===== src/rtl/wb_arbiter_pkg.sv =====
// wb_arbiter_pkg: shared definitions for the writeback arbiter slice.
//   DefDataW / DefAddrW : default write-data and register-address widths
//   RegZero             : architectural zero register (writes are consumed, never enabled)
//   grant_e             : per-cycle grant source selected by the arbiter
package wb_arbiter_pkg;

  localparam int unsigned DefDataW = 32;
  localparam int unsigned DefAddrW = 5;
  localparam logic [4:0]  RegZero  = 5'd0;

  typedef enum logic [1:0] {
    GntNone = 2'd0,
    GntAlu  = 2'd1,
    GntLsu  = 2'd2
  } grant_e;

endpackage


===== src/rtl/wb_fifo.sv =====
// wb_fifo: synchronous FIFO with separate occupancy counter.
//   clk, rstn      : clock, asynchronous active-low reset (empties the FIFO)
//   push, wdata    : write strobe and data (caller guarantees !full)
//   pop, rdata     : read strobe and head data (caller guarantees !empty)
//   full, empty    : occupancy flags
//   count          : occupancy 0..DEPTH
module wb_fifo #(
  parameter int unsigned WIDTH = 37,
  parameter int unsigned DEPTH = 2
) (
  input  logic                       clk,
  input  logic                       rstn,
  input  logic                       push,
  input  logic [WIDTH-1:0]           wdata,
  input  logic                       pop,
  output logic [WIDTH-1:0]           rdata,
  output logic                       full,
  output logic                       empty,
  output logic [$clog2(DEPTH+1)-1:0] count
);

  localparam int unsigned PtrW = (DEPTH > 1) ? $clog2(DEPTH) : 1;
  localparam int unsigned CntW = $clog2(DEPTH + 1);

  logic [WIDTH-1:0] mem [DEPTH];
  logic [PtrW-1:0]  wptr_q, wptr_d;
  logic [PtrW-1:0]  rptr_q, rptr_d;
  logic [CntW-1:0]  cnt_q, cnt_d;

  // Pointers wrap explicitly so non-power-of-two depths work.
  function automatic logic [PtrW-1:0] ptr_inc(input logic [PtrW-1:0] p);
    if (p == PtrW'(DEPTH - 1)) begin
      return '0;
    end
    return p + PtrW'(1);
  endfunction

  always_comb begin
    wptr_d = wptr_q;
    rptr_d = rptr_q;
    cnt_d  = cnt_q;
    if (push) wptr_d = ptr_inc(wptr_q);
    if (pop)  rptr_d = ptr_inc(rptr_q);
    if (push && !pop) cnt_d = cnt_q + CntW'(1);
    if (pop && !push) cnt_d = cnt_q - CntW'(1);
  end

  always_ff @(posedge clk or negedge rstn) begin
    if (!rstn) begin
      wptr_q <= '0;
      rptr_q <= '0;
      cnt_q  <= '0;
    end else begin
      wptr_q <= wptr_d;
      rptr_q <= rptr_d;
      cnt_q  <= cnt_d;
    end
  end

  // Storage needs no reset: occupancy gates every read.
  always_ff @(posedge clk) begin
    if (push) mem[wptr_q] <= wdata;
  end

  assign rdata = mem[rptr_q];
  assign full  = (cnt_q == CntW'(DEPTH));
  assign empty = (cnt_q == '0);
  assign count = cnt_q;

endmodule


===== src/rtl/wb_arbiter.sv =====
// wb_arbiter: writeback arbiter merging ALU and buffered LSU results into a single
// registered register-file write per cycle, with bounded LSU starvation.
//   clk, rstn                   : clock, asynchronous active-low reset
//   alu_valid/ready, alu_wa/wd  : single-cycle ALU result handshake
//   lsu_valid/ready, lsu_wa/wd  : load result handshake into the LSU buffer
//   rf_we, rf_wa, rf_wd         : registered write port (also the forwarding tap)
//   lsu_pending                 : LSU buffer occupancy
module wb_arbiter
  import wb_arbiter_pkg::*;
#(
  parameter int unsigned DATA_W         = DefDataW,
  parameter int unsigned ADDR_W         = DefAddrW,
  parameter int unsigned LSU_FIFO_DEPTH = 2,
  parameter int unsigned STARVE_LIMIT   = 4
) (
  input  logic                                clk,
  input  logic                                rstn,
  input  logic                                alu_valid,
  output logic                                alu_ready,
  input  logic [ADDR_W-1:0]                   alu_wa,
  input  logic [DATA_W-1:0]                   alu_wd,
  input  logic                                lsu_valid,
  output logic                                lsu_ready,
  input  logic [ADDR_W-1:0]                   lsu_wa,
  input  logic [DATA_W-1:0]                   lsu_wd,
  output logic                                rf_we,
  output logic [ADDR_W-1:0]                   rf_wa,
  output logic [DATA_W-1:0]                   rf_wd,
  output logic [$clog2(LSU_FIFO_DEPTH+1)-1:0] lsu_pending
);

  localparam int unsigned EntW = ADDR_W + DATA_W;
  localparam int unsigned StvW = $clog2(STARVE_LIMIT + 1);

  logic              fifo_push, fifo_pop, fifo_full, fifo_empty;
  logic [EntW-1:0]   fifo_head;
  logic [ADDR_W-1:0] head_wa;
  logic [DATA_W-1:0] head_wd;

  logic [StvW-1:0]   starve_q, starve_d;
  logic              lsu_force;
  grant_e            grant;

  logic              rf_we_d;
  logic [ADDR_W-1:0] rf_wa_d;
  logic [DATA_W-1:0] rf_wd_d;

  assign lsu_ready = !fifo_full;
  assign fifo_push = lsu_valid && lsu_ready;

  wb_fifo #(
    .WIDTH (EntW),
    .DEPTH (LSU_FIFO_DEPTH)
  ) u_fifo (
    .clk   (clk),
    .rstn  (rstn),
    .push  (fifo_push),
    .wdata ({lsu_wa, lsu_wd}),
    .pop   (fifo_pop),
    .rdata (fifo_head),
    .full  (fifo_full),
    .empty (fifo_empty),
    .count (lsu_pending)
  );

  assign {head_wa, head_wd} = fifo_head;

  // The FIFO head only preempts the ALU once it has waited STARVE_LIMIT cycles.
  assign lsu_force = !fifo_empty && (starve_q == StvW'(STARVE_LIMIT));
  assign alu_ready = !lsu_force;

  always_comb begin
    grant = GntNone;
    if (lsu_force) begin
      grant = GntLsu;
    end else if (alu_valid) begin
      grant = GntAlu;
    end else if (!fifo_empty) begin
      grant = GntLsu;
    end
  end

  assign fifo_pop = (grant == GntLsu);

  always_comb begin
    starve_d = starve_q;
    if (fifo_empty || fifo_pop) begin
      starve_d = '0;
    end else if (starve_q != StvW'(STARVE_LIMIT)) begin
      starve_d = starve_q + StvW'(1);
    end
  end

  // Address/data hold when idle; x0 targets are consumed but never enabled.
  always_comb begin
    rf_we_d = 1'b0;
    rf_wa_d = rf_wa;
    rf_wd_d = rf_wd;
    unique case (grant)
      GntAlu: begin
        rf_we_d = (alu_wa != ADDR_W'(RegZero));
        rf_wa_d = alu_wa;
        rf_wd_d = alu_wd;
      end
      GntLsu: begin
        rf_we_d = (head_wa != ADDR_W'(RegZero));
        rf_wa_d = head_wa;
        rf_wd_d = head_wd;
      end
      default: ;
    endcase
  end

  always_ff @(posedge clk or negedge rstn) begin
    if (!rstn) begin
      starve_q <= '0;
      rf_we    <= 1'b0;
      rf_wa    <= '0;
      rf_wd    <= '0;
    end else begin
      starve_q <= starve_d;
      rf_we    <= rf_we_d;
      rf_wa    <= rf_wa_d;
      rf_wd    <= rf_wd_d;
    end
  end

endmodule


===== config.mk =====
export PLATFORM = sky130hd
export DESIGN_NAME = wb_arbiter
export DESIGN_NICKNAME = d
export VERILOG_FILES = /design/src/rtl/wb_arbiter_pkg.sv /design/src/rtl/wb_fifo.sv /design/src/rtl/wb_arbiter.sv
export SDC_FILE = /design/constraint.sdc
export NUM_CORES = 1
export LEC_CHECK = 0
export CORE_ASPECT_RATIO = 0.75
export CORE_MARGIN = 3
export CORE_UTILIZATION = 40
export DETAILED_ROUTE_END_ITERATION = 8
export PLACE_DENSITY = 0.67
export RECOVER_POWER = 25
export SLEW_MARGIN = 20
export SYNTH_ARGS = -nofsm -noshare
export SYNTH_HDL_FRONTEND = slang
export SYNTH_SLANG_ARGS = --single-unit

===== constraint.sdc =====
create_clock -name clk -period 3.4 [get_ports clk]
set_clock_uncertainty 0.15 [all_clocks]
set_input_delay 0.51 -clock clk [delete_from_list [all_inputs] [get_ports clk]]
set_output_delay 0.51 -clock clk [all_outputs]
set_load 0.03 [all_outputs]

== Word-level counts from Yosys, hierarchy flattened ==
Memory sizes are Yosys's and may differ from the RTL's.
Cells that the tools add are included.
W data, S select, Z words.
Cells by class
  reduce and logical (&&, ||, !) cells: 16
  $add $sub $neg: 5
  equal/unequal tests: 5
  mux-type cells: 20
Operator list (number)
  $pmux W32 S2: 1
  $mux W1: 10
  $mux W2: 5
  $pmux W5 S2: 1
  $reduce_bool A5 Y1: 2
  $mux W3: 2
  $reduce_bool A2 Y1: 3
  $logic_not A1 Y1: 5
  $eq A2 B2 Y1 const B: 2
  $logic_and A1 B1 Y1: 4
  $add A3 B1 Y3 const B: 1
  $eq A3 B3 Y1 const B: 1
  $ne A3 B3 Y1 const B: 1
  $add A1 B1 Y1 const B: 2
  $add A2 B1 Y2 const B: 1
  $eq A2 B1 Y1 const B: 1
  $logic_not A2 Y1: 1
  $pmux W1 S2: 1
  $sub A2 B1 Y2 const B: 1
  $logic_or A1 B1 Y1: 1
Storage, ports and cells
  bits of input ports: 78
  memories kept: 1
  output and inout bits: 42
  logic and storage cells: 54
  register bits after elaboration: 45
  RAM bits: 74
Memories
  u_fifo.mem: words 2, bits a word 37, rd ports 1, clocked after Yosys merged registers in 0, wr ports 1, RTL line wb_fifo.sv:25  | logic [WIDTH-1:0] mem [DEPTH];

== Logic depth before layout (Yosys ltp) ==
Gate-level depths: netlist (run 1).
  word-level depth: 9
  mapped depth: 11

== Modules after synthesis ==
Synthesis (run 1) repeated with hierarchy kept, for this count alone.
Second synthesis, totals
  cells, all modules: 323
  area, all modules: 4921.0 µm²
Modules (own cells, without submodules)
  wb_fifo: instances 1, area an instance 2936.6 µm², cells an instance 131
  wb_arbiter: instances 1, area an instance 1984.4 µm², cells an instance 192

== Least setup slack after synthesis (run 1) ==
No wires, ideal clock.
  kind: register -> register
  start: reg u_fifo.cnt_q[0] (netlist: u_fifo.count[0])
  end: mem u_fifo.mem[0][0], enable pin
  path buffers: 0
  data required time: 2819 ps
  arrival: 2685 ps
  slack: 133 ps
  cell stages (with the launch flop): 4
  cells stage by stage: dfrtp_1 -> nand2b_1 -> nand2_1 -> nor2_1
Between the ends
  word-level cells in the longest chain between the ends: 5
RTL lines
  start, declared: RTL line wb_fifo.sv:28  | logic [CntW-1:0] cnt_q, cnt_d;
  start signal, assigned: RTL line wb_fifo.sv:56  | cnt_q <= cnt_d;
  $eq A2 B2 Y1: RTL line wb_fifo.sv:66  | assign full = (cnt_q == CntW'(DEPTH));
  $logic_not A1 Y1: RTL line wb_arbiter.sv:48  | assign lsu_ready = !fifo_full;
  named net lsu_ready: RTL line wb_arbiter.sv:23  | output logic lsu_ready,
  $logic_and A1 B1 Y1: RTL line wb_arbiter.sv:49  | assign fifo_push = lsu_valid && lsu_ready;
  $mux W1: RTL line wb_fifo.sv:62  | if (push) mem[wptr_q] <= wdata;
  $mux W1 (implied by the code): RTL line wb_fifo.sv:62
  end, declared: RTL line wb_fifo.sv:25
The timed path passes the listed nets, and every way through them passes these cells.

== Worst setup path after layout (run 1) ==
  start: reg starve_q[0]
  end: out alu_ready
Between the ends
  word-level cells in the longest chain between the ends: 3
RTL lines
  start, declared: RTL line wb_arbiter.sv:40  | logic [StvW-1:0] starve_q, starve_d;
  start signal, assigned: RTL line wb_arbiter.sv:121  | starve_q <= starve_d;
  $eq A3 B3 Y1: RTL line wb_arbiter.sv:69  | assign lsu_force = !fifo_empty && (starve_q == StvW'(STARVE_LIMIT));
  $logic_and A1 B1 Y1: RTL line wb_arbiter.sv:69
  $logic_not A1 Y1: RTL line wb_arbiter.sv:70  | assign alu_ready = !lsu_force;
  end, declared: RTL line wb_arbiter.sv:19  | output logic alu_ready,
Every way passes these cells.

==> metrics.md, run 1 <==
| Metric | Value |
|---|---|
| TNS Setup | 0 ns |
| # IOs | 120 |
| RD Place Congestion | about 0.77 |
| Worst vdd ir | 0.489 mV |
| Max Cap Viol | 0 |
| Dpl hpwl | 7000 um |
| Async SR Flop Fraction | 0.378 |
| Worst setup path category | flop to output pin |
| GRT Max-Usage Layer | met2 |
| Initial antenna violation count | 0 |
| Outcome | finished, violations left |
| RR Endpoint | rf_wd[17] |
| Reg2reg start | starve_q[0] |
| Total vias in the final route | around 3k |
| Worst Setup End Kind | output pin |
| Post-synth cell types | 32 |
| Worst path required time | 2.74 ns |
| Post-synthesis simple-gate area fraction | 0.0531 |
| Post-Synth XOR/XNOR Area | 0.0109 |
| Failing checks | negative hold slack |
| Post-synth EDFFs | 74 |
| Setup Buffers After CTS | 0 |
| CTS tree | yes |
| Total wire length | 10500 um |
| Initial core utilization | 0.413 |
| Register area share after synthesis | 0.696 |
| Power Density | 932 nW/um2 |
| Post-synth top area share | 0.462 |
| Post-synthesis compound-gate area fraction | 0.118 |
| Share of layout cells above drive strength 1 | 0.0754 |
| Clock Latency Late Sink | 0.40 ns |
| Post-synth top flop | edfxtp_1 |
| Final-report hold violation count | 15 |
| Main combinational cell family by area after synthesis | compound AO/OA/AOI/OAI gates |
| Post-Synth Adder-Cell Area | 0.0130 |
| First-pass GRT wire length | ~17000 um |
| CTS buffer count | 17 |
| Startpoint types | flop |
| Fin nets | 535 |
| Synth Area per Inst | 14.7 um2 |
| Worst Setup SP | starve_q[0] |
| R2R cell count | 10 |
| CP Max Fanout | 4 |
| Die width | 133 um |
| Worst-Margin Slew | 0.654 ns |
| Residual DRC | 0 |
| Worst Path Arrival | 2.02 ns |
| Mux share of post-synthesis cell area | 0.0814 |
| Cells after synthesis | 328 |
| RSZ-0062 raised after global routing | no |
| Largest net degree at the start of global routing | between 50 and 60 |
| Post-Syn Nets | 411 |
| Fmax | roughly 370 MHz |
| Area grow syn2layout | 39.2% |
| Cell taking the most area after synthesis | edfxtp_1 |
| Grt met3 use | 0.0584 |
| Post-Syn Area | 4810 um2 |
| Die height | 101 um |
| Setup slack, reg-to-reg | 0.86 ns |
| Seq cells post-synth | approximately 120 |
| Floorplan Core Area | 11700 um2 |
| CTS Buffer Depth | 2 |
| Hold_ws | -0.0220 ns |
| Site Rows | 34 |
| GR Layer Usage met2 | 0.248 |
| DRT antenna net count | 0 |
| Grt met1 use | 0.225 |
| Clock sinks | 119 |
| Relative slew slack | 0.564 |
| Minimum clock period | 2.68 ns |
| Die area | around 13000 um2 |
| Reg clk slew, reported paths | approximately 0.050 ns |
| Resize count post-CTS | 0 |
| Static leakage | between 2 and 3 nW |
| GRT Overall Usage | 0.165 |
| Diodes inserted | 0 |
| Vias in the first global route | approximately 3.2k |
| Setup Viol. Count Final | 0 |
| Slew Viols, Final | 0 |
| Root buf cell | clkbuf_16 |
| Min-Delay Path Class | input pin to asynchronous set/reset pin |
| Most numerous cell in the Yosys netlist | edfxtp_1 |
| CTS Hold Bufs | 0 |
| Final period util | 0.787 |
| Synth top cells by count | edfxtp_1, dfrtp_1, nor2_1 |
| Initial drt markers | 206 |
| Synth area leaders | edfxtp_1, dfrtp_1, mux2i_1 |
| # port buffers | roughly 120 |
| DR WL/cell | 16.7 um |
| Synth warn | 0 |
| Vias per inst | 4.92 |
| H-Tree Depth | 4 |
| Pre-Repair DR Iteration Count | 4 |
| Congestion Overflow GR | 0 |
[where the power goes]
part | total (W) | leakage [nW] | switching, W | internal (W)
registers | 0.00233 | 1.23 | 0.000273 | 0.00206
logic | 0.00237 | 1.26 | 0.00133 | 0.00104
clock network | 0.00155 | 0.253 | 0.000572 | 0.000974
total | 0.00624 | 2.75 | 0.00217 | 0.00407
[final cells by class]
class,count,area [um2]
clock buffers,26,489
clock inverters,5,22.5
fillers,980,4960
repair buffers,126,1280
flip-flops and latches,119,3350
multi-input cells,185,1340
inverters,3,11.3
well taps,162,203
[logic make-up after synthesis]
group                    count (synthesis)
AND/OR/NAND/NOR                         58
flip-flops                             119
AO/OA/AOI/OAI                           77
adder cells (fa/ha/maj)                  5
buffers and inverters                   24
multiplexers                            39
XOR/XNOR                                 6
[registers in the layout, indices dropped and copies added (netlist names)]
register / flops
starve_q: 3
rf_wa: 5
rf_we: 1
u_fifo.count: 2
u_fifo.rptr_q: 1
u_fifo.mem: 74
u_fifo.wptr_q: 1
rf_wd: 32
[worst max path at each step]
stage,to,depth (start not counted),slack [ns]
2_1_floorplan,u_fifo.mem[0][0],3,0.13
3_3_place_gp,rf_we,7,0.82
3_5_place_dp,rf_wd[17],7,0.75
4_1_cts,alu_ready,5,0.70
5_1_grt,alu_ready,3,0.60
6_report,alu_ready,5,0.72
[through the flow]
step                      area, um2  setup WS, ns  utilization  std cells  total power [W]
final                          6700         0.723        0.574        626          0.00624
after global routing           6700         0.600        0.574        626          0.00658
after CTS                      6690         0.699        0.574        626          0.00631
after detailed placement       6180         0.749        0.530        595          0.00475
after global placement         6180         0.823        0.530        595          0.00467
after floorplan                4810         0.133            -        328          0.00383
[worst max-delay path: stages, from the launching register on]
cell             delay [ns]
dfrtp_1                0.38
inv_1                  0.06
ha_1                   0.20
nand2_1                0.16
or2_1                  0.16
clkdlybuf4s50_1        0.67
[layer usage]
| layer | wire (um) | vias to the layer above | part of all wire |
|---|---|---|---|
| li1 | - | 1482 | - |
| met5 | 0 | - | 0 |
| met4 | 111 | 0 | 0.011 |
| met1 | 5100 | 1491 | 0.49 |
| met3 | 658 | 11 | 0.063 |
| met2 | 4620 | 99 | 0.44 |
[placed cells by master (no fill, tap or decap), drive strengths merged, types with 2 or more instances in the layout]
master,instances
dlygate4sd3,13
dfrtp,45
clkbuf,26
inv,3
nor3,3
clkdlybuf4s50,105
xnor2,4
a21o,36
a211oi,36
or4,2
buf,8
clkinv,5
ha,5
o21ai,3
nand2,5
mux2i,38
nor2b,2
edfxtp,74
nor2,39
xor2,2
No activity file was read; power rests on OpenSTA's default activity.
==> inputs of run 2 (changes only) <==
==> constraint.sdc (replaced) <==
create_clock -name clk -period 2.5 [get_ports clk]
set_clock_uncertainty 0.15 [all_clocks]
set_input_delay 0.375 -clock clk [delete_from_list [all_inputs] [get_ports clk]]
set_output_delay 0.375 -clock clk [all_outputs]
set_load 0.03 [all_outputs]
==> metrics.md, run 2 (synthesis results as in run 1) <==
| Metric | Value |
|---|---|
| Outcome | finished, final reports clean |
| Static leakage | 2.81 nW (+2.5%) |
| Total wire length | 10700 um (+2.5%) |
| CP top delay family | buffers and inverters |
| Met2 WL | 4950 um (+7.1%) |
| Total vias in the final route | 3115 (+1.0%) |
| CP Max Fanout | 4 (unchanged) |
| Reg clk slew, reported paths | 0.05 ns (about the same) |
| Site Rows | 34 (unchanged) |
| Setup Viol. Count Final | 0 (unchanged) |
| Pre-Repair DR Iteration Count | 4 (unchanged) |
| TNS Setup | 0 ns (unchanged) |
| Initial drt markers | 138 (-33%) |
| Register area | 3350 um2 (unchanged) |
| Max Cap Viol | 0 (unchanged) |
| Vias in the first global route | 3278 (+3.1%) |
| Worst Path Arrival | 1.80 ns (-0.22 ns) |
| Internal Pwr Total | 0.00592 W (+45%) |
| Fin nets | 538 (+0.56%) |
| Residual DRC | 0 (unchanged) |
| Final worst-path setup slack | 0.171 ns (-0.552 ns) |
| Die height | 101 um (unchanged) |
| Worst setup path category | flop to output pin |
| Worst Hold End | rf_wa[0] |
| Power Density | 1300 nW/um2 (+40%) |
| Biggest regs | u_fifo.mem x74, rf_wd x32, rf_wa x5 |
| CP cell instances | inv_1 -> ha_1 -> nand2_1 -> or2_1 -> dlygate4sd2_1 |
| DR WL/cell | 17.0 um (+1.7%) |
| RSZ-0062 raised after global routing | no |
| Die area | 13400 um2 (unchanged) |
| Minimum clock period | ~2.3 ns |
| CTS Buffer Depth | 2 (unchanged) |
| Min-Delay Path Class | flop to flop |
| Startpoint types | flop |
| RR Endpoint | rf_wd[3] |
| H-Tree Depth | 4 (unchanged) |
| GRT Overall Usage | 0.161 (-0.00384) |
| CTS tree | yes |
| Setup WS pre-CTS | 0.179 ns (-0.571 ns) |
| Setup slack, reg-to-reg | 0.19 ns (-0.67 ns) |
| Relative slew slack | 0.575 (+0.0115) |
| Floorplan Core Area | 11700 um2 (unchanged) |
| Initial core utilization | 0.413 (unchanged) |
| Clock Latency Late Sink | 0.40 ns (about the same) |
| Final period util | 0.931 |
| Multi-input logic area | 1340 um2 (unchanged) |
| Max FFs per register | 74 (unchanged) |
| Clock power frac | 0.277 (+0.029) |
| Worst Setup End Kind | output pin |
| Vias per inst | 4.94 (+0.24%) |
| Worst-Margin Slew | 0.637 ns (-0.0172 ns) |
| Hold Crit Start | rf_wa[0] |
| Biggest register | u_fifo.mem |
| Seq pwr share | 0.352 (-0.021) |
| Final-report hold violation count | 0 (-15) |
| Commonest non-fill, non-tap cell in the layout | clkdlybuf4s50_1 |
| Congestion Overflow GR | 0 (unchanged) |
| Delay of the slowest critical-path stage | 0.41 ns (-0.26 ns) |
| Max layer used | met5 |
| Die width | 133 um (unchanged) |
| Worst path depth | 5 (unchanged) |
| Fmax | 429 MHz |
| Worst path required time | 1.98 ns (-0.76 ns) |
| # IOs | 120 (unchanged) |
| Reg2reg start | starve_q[0] |
| RD Place Congestion | 0.748 (-3.3%) |
| R2R cell count | 10 (unchanged) |
| First-pass GRT wire length | 16600 um (-0.82%) |
| DRT antenna net count | 0 (unchanged) |
| Net Switching | 0.00302 W (+39%) |
| Met1 WL | 4880 um (-4.3%) |
| Initial antenna violation count | 2 (+2) |
| Most frequent cells in the layout | clkdlybuf4s50_1, edfxtp_1, dfrtp_1 |
| Clock sinks | 119 (unchanged) |
| WP buf/inv | 2 (unchanged) |
| Sw Ratio | 0.338 (-0.0102) |
| Fill cells | 956 (-2.4%) |
| Share of layout cells above drive strength 1 | 0.0919 (+0.0164) |
| Slew Viols, Final | 0 (unchanged) |
| Routed length on met3 | 826 um (+26%) |
| # port buffers | 119 (unchanged) |
| Worst vdd ir | 0.595 mV (+22%) |
| Largest net degree at the start of global routing | 79 (+49%) |
| CTS buffer count | 17 (unchanged) |
| WHS Path Cells | 1 |
| Root buf cell | clkbuf_16 |
| Pwr Total | 0.00894 W (+43%) |
| Area grow syn2layout | 42.7% |
| Combinational power share | 0.371 (-0.008) |
| Critical-path top delay cell | dfrtp_1 |
| Dpl hpwl | 6710 um (-4.1%) |
-- run 2: metrics by stage --
stage	hold slack [ns]	cell area, um2	utilization	instances
after floorplan	-0.0706	4820	-	328
after global placement	0.311	6210	0.533	596
after detailed placement	0.318	6210	0.533	596
after CTS	0.330	6840	0.586	629
after global routing	0.336	6860	0.589	631
final	0.325	6860	0.589	631
-- run 2: repair_timing --
item                       in CTS  in global routing
gates resized for setup         1                  0
setup buffers                   0                  0
gates cloned                    0                  1
setup endpoints to repair       1                  7
hold buffers                    1                  0
hold endpoints to repair       45                  0
-- run 2: routing by layer --
metal	track usage	vias to the layer above
met5	0	-
met4	0.0463	2
met2	0.248	104
met1	0.214	1513
li1	-	1486
met3	0.0634	10
-- run 2: worst max path at each step --
stage                         start               end  slack (ns)
floorplan           u_fifo.count[0]  u_fifo.mem[1][0]      0.0006
global placement        starve_q[0]         rf_wd[16]        0.31
detailed placement      starve_q[0]         rf_wd[12]        0.18
CTS                     starve_q[0]          rf_wd[3]        0.13
global route            starve_q[0]          rf_wa[4]       0.001
finish                  starve_q[0]         alu_ready        0.17
-- run 2: layout make-up --
class                           instances  share of cell area
Antenna cell                            1            0.000365
Clock buffer                           18              0.0625
Clock inverter                         14              0.0266
Inverter                                3             0.00164
Multi-Input combinational cell        185               0.196
Sequential cell                       119               0.488
Tap cell                              162              0.0295
Timing Repair Buffer                  129               0.196
-- run 2: power by group through the flow --
stage | sequential [W] | clock (W) | combinational, W
final | 0.00314 | 0.00248 | 0.00332
after global placement | 0.00315 | 0 | 0.00325
after global routing | 0.00321 | 0.00264 | 0.00358
after CTS | 0.00315 | 0.00254 | 0.00334
after detailed placement | 0.00317 | 0 | 0.00333
after floorplan | 0.00373 | 0 | 0.00148
==> inputs of run 3 (changes only) <==
--- a/config.mk
+++ b/config.mk
@@ -8,6 +8,7 @@
 export CORE_ASPECT_RATIO = 0.75
 export CORE_MARGIN = 3
 export CORE_UTILIZATION = 40
+export CTS_BUF_LIST = sky130_fd_sc_hd__clkbuf_2
 export DETAILED_ROUTE_END_ITERATION = 8
 export PLACE_DENSITY = 0.67
 export RECOVER_POWER = 25
==> metrics.md, run 3 (synthesis results as in run 1) <==
| Metric | Value |
|---|---|
| Placed cell areas | 6210 um2 (unchanged) |
| Relative slew slack | 0.586 (+0.0106) |
| Reg clk slew, reported paths | 0.19 ns (+0.14 ns) |
| Initial core utilization | 0.413 (unchanged) |
| Power Density | 1190 nW/um2 (-8.3%) |
| Vias in the first global route | 3258 (-0.61%) |
| RD Place Congestion | 0.748 (unchanged) |
| Cell area after layout | 6510 um2 (-5.1%) |
| Internal Pwr Total | 0.00489 W (-17%) |
| Worst setup path category | flop to output pin |
| # IOs | 120 (unchanged) |
| CP Max Fanout | 5 (+1) |
| Largest net degree at the start of global routing | 79 (unchanged) |
| Most frequent cells in the layout | clkdlybuf4s50_1, edfxtp_1, dfrtp_1 |
| CTS tree | yes |
| Root buf cell | clkbuf_2 |
| # port buffers | 119 (unchanged) |
| Biggest register | u_fifo.mem |
| Floorplan Core Area | 11700 um2 (unchanged) |
| Total vias in the final route | 3067 (-1.5%) |
| Vias per inst | 4.85 (-1.7%) |
| Final period util | 0.938 (+0.00637) |
| Worst-Margin Slew | 0.621 ns (-0.0159 ns) |
| Layout Cells excl Fill | 632 (+0.16%) |
| Max Cap Viol | 0 (unchanged) |
| R2R cell count | 10 (unchanged) |
| Static leakage | 2.68 nW (-4.9%) |
| Worst Setup End Kind | output pin |
| Residual DRC | 0 (unchanged) |
| Max FFs per register | 74 (unchanged) |
| Biggest regs | u_fifo.mem x74, rf_wd x32, rf_wa x5 |
| RR Endpoint | rf_wd[27] |
| DRT antenna net count | 0 (unchanged) |
| Fin nets | 539 (+0.19%) |
| Commonest non-fill, non-tap cell in the layout | clkdlybuf4s50_1 |
| Sw Ratio | 0.371 (+0.0333) |
| Outcome | finished, final reports clean |
| Die area | 13400 um2 (unchanged) |
| First-pass GRT wire length | 16400 um (-0.92%) |
| Final-report hold violation count | 0 (unchanged) |
| Inst Count DP | 596 (unchanged) |
| Worst Path Arrival | 1.82 ns (+0.02 ns) |
| Total wire length | 10200 um (-5.1%) |
| Area grow syn2layout | 35.4% |
| Die width | 133 um (unchanged) |
| Site Rows | 34 (unchanged) |
| Reg2reg start | starve_q[1] |
| Net Switching | 0.00289 W (-4.3%) |
| H-Tree Depth | 4 (unchanged) |
| Slew Viols, Final | 0 (unchanged) |
| Initial drt markers | 94 (-32%) |
| CTS buffer count | 17 (unchanged) |
| Setup slack, reg-to-reg | 0.19 ns (about the same) |
| Critical-path top delay cell | clkdlybuf4s50_1 |
| Dpl hpwl | 6710 um (unchanged) |
| DR WL/cell | 16.1 um (-5.3%) |
| Worst path required time | 1.98 ns (about the same) |
| Seq pwr share | 0.401 (+0.049) |
| CP top delay family | buffers and inverters |
| Share of layout cells above drive strength 1 | 0.102 (+0.0105) |
| CTS Buffer Depth | 2 (unchanged) |
| Clock Latency Late Sink | 0.63 ns (+0.23 ns) |
| Setup Viol. Count Final | 0 (unchanged) |
| Clock power frac | 0.175 (-0.102) |
| Fmax | 427 MHz (-0.68%) |
| Clock sinks | 119 (unchanged) |
| Pre-Repair DR Iteration Count | 4 (unchanged) |
| Worst vdd ir | 0.611 mV (+2.7%) |
| Die height | 101 um (unchanged) |
| Initial antenna violation count | 2 (unchanged) |
| Fill cells | 1001 (+4.7%) |
| WP buf/inv | 1 (-1) |
| Minimum clock period | 2.34 ns (+0.0159 ns) |
| Delay of the slowest critical-path stage | 0.71 ns (+0.30 ns) |
| GRT Overall Usage | 0.159 (-0.00248) |
| Congestion Overflow GR | 0 (unchanged) |
| Min-Delay Path Class | input pin to asynchronous set/reset pin |
| Startpoint types | flop |
| CP cell instances | clkdlybuf4s50_1 |
| Combinational power share | 0.424 (+0.053) |
[run 3: cell types whose count changed in the layout (fill, tap and decap cells not counted)]
cell             change
buf_4                +2
clkdlybuf4s50_1      -1
clkbuf_1             -1
clkbuf_16           -18
nand2_1              -1
nor2_2               +1
nand2_2              +1
buf_2                +1
nor2_1               -1
clkbuf_2            +18
[run 3: final cells by class]
type | instances | area (um2) | share of cell area
Clock buffer | 18 | 90.1 | 0.0138
Inverter | 3 | 11.3 | 0.00173
Antenna cell | 1 | 2.50 | 0.000384
Clock inverter | 14 | 183 | 0.0280
Timing Repair Buffer | 130 | 1330 | 0.204
Multi-Input combinational cell | 185 | 1350 | 0.207
Tap cell | 162 | 203 | 0.0311
Sequential cell | 119 | 3350 | 0.514
[run 3: power groups by stage]
stage,Clock (W),Sequential [W],Combinational (W)
floorplan,0,0.00373,0.00148
finish,0.00136,0.00312,0.00330
CTS,0.00141,0.00313,0.00333
global route,0.00151,0.00319,0.00356
detailed placement,0,0.00317,0.00333
global placement,0,0.00315,0.00325
[run 3: metal layers]
layer  routed length (um)  up-vias  part of all wire  track usage
met3                  722       14             0.071       0.0604
met4                  109        2             0.011       0.0463
li1                     -     1486                 -            -
met2                 4560       92              0.45        0.242
met5                   13        -            0.0013            0
met1                 4790     1473              0.47        0.214
[run 3: worst max-delay path by stage]
stage / start / endpoint / slack, ns / depth (start not counted)
floorplan: u_fifo.count[0] / u_fifo.mem[1][0] / 0.0006 / 2
global placement: starve_q[0] / rf_wd[16] / 0.31 / 10
detailed placement: starve_q[0] / rf_wd[12] / 0.18 / 10
CTS: starve_q[0] / alu_ready / 0.01 / 5
global route: starve_q[1] / alu_ready / -0.005 / 5
finish: u_fifo.count[0] / lsu_pending[0] / 0.16 / 1
[run 3: what timing repair did]
action                                 4_1_cts  5_1_grt
setup buffers                                0        2
setup endpoints to repair                    2       13
hold buffers                                 1        0
resized for setup                            6        2
endpoints found under the hold margin       45        0
[run 3: stage by stage]
stage	TNS [ns]	utilization	power (W)	hold slack, ns	setup slack [ns]
2_1_floorplan	0	-	0.00521	-0.0706	0.000565
3_5_place_dp	0	0.533	0.00650	0.318	0.179
5_1_grt	-0.00525	0.559	0.00826	0.122	-0.00525
3_3_place_gp	0	0.533	0.00640	0.311	0.305
6_report	0	0.559	0.00778	0.203	0.155
4_1_cts	0	0.557	0.00787	0.0724	0.0145
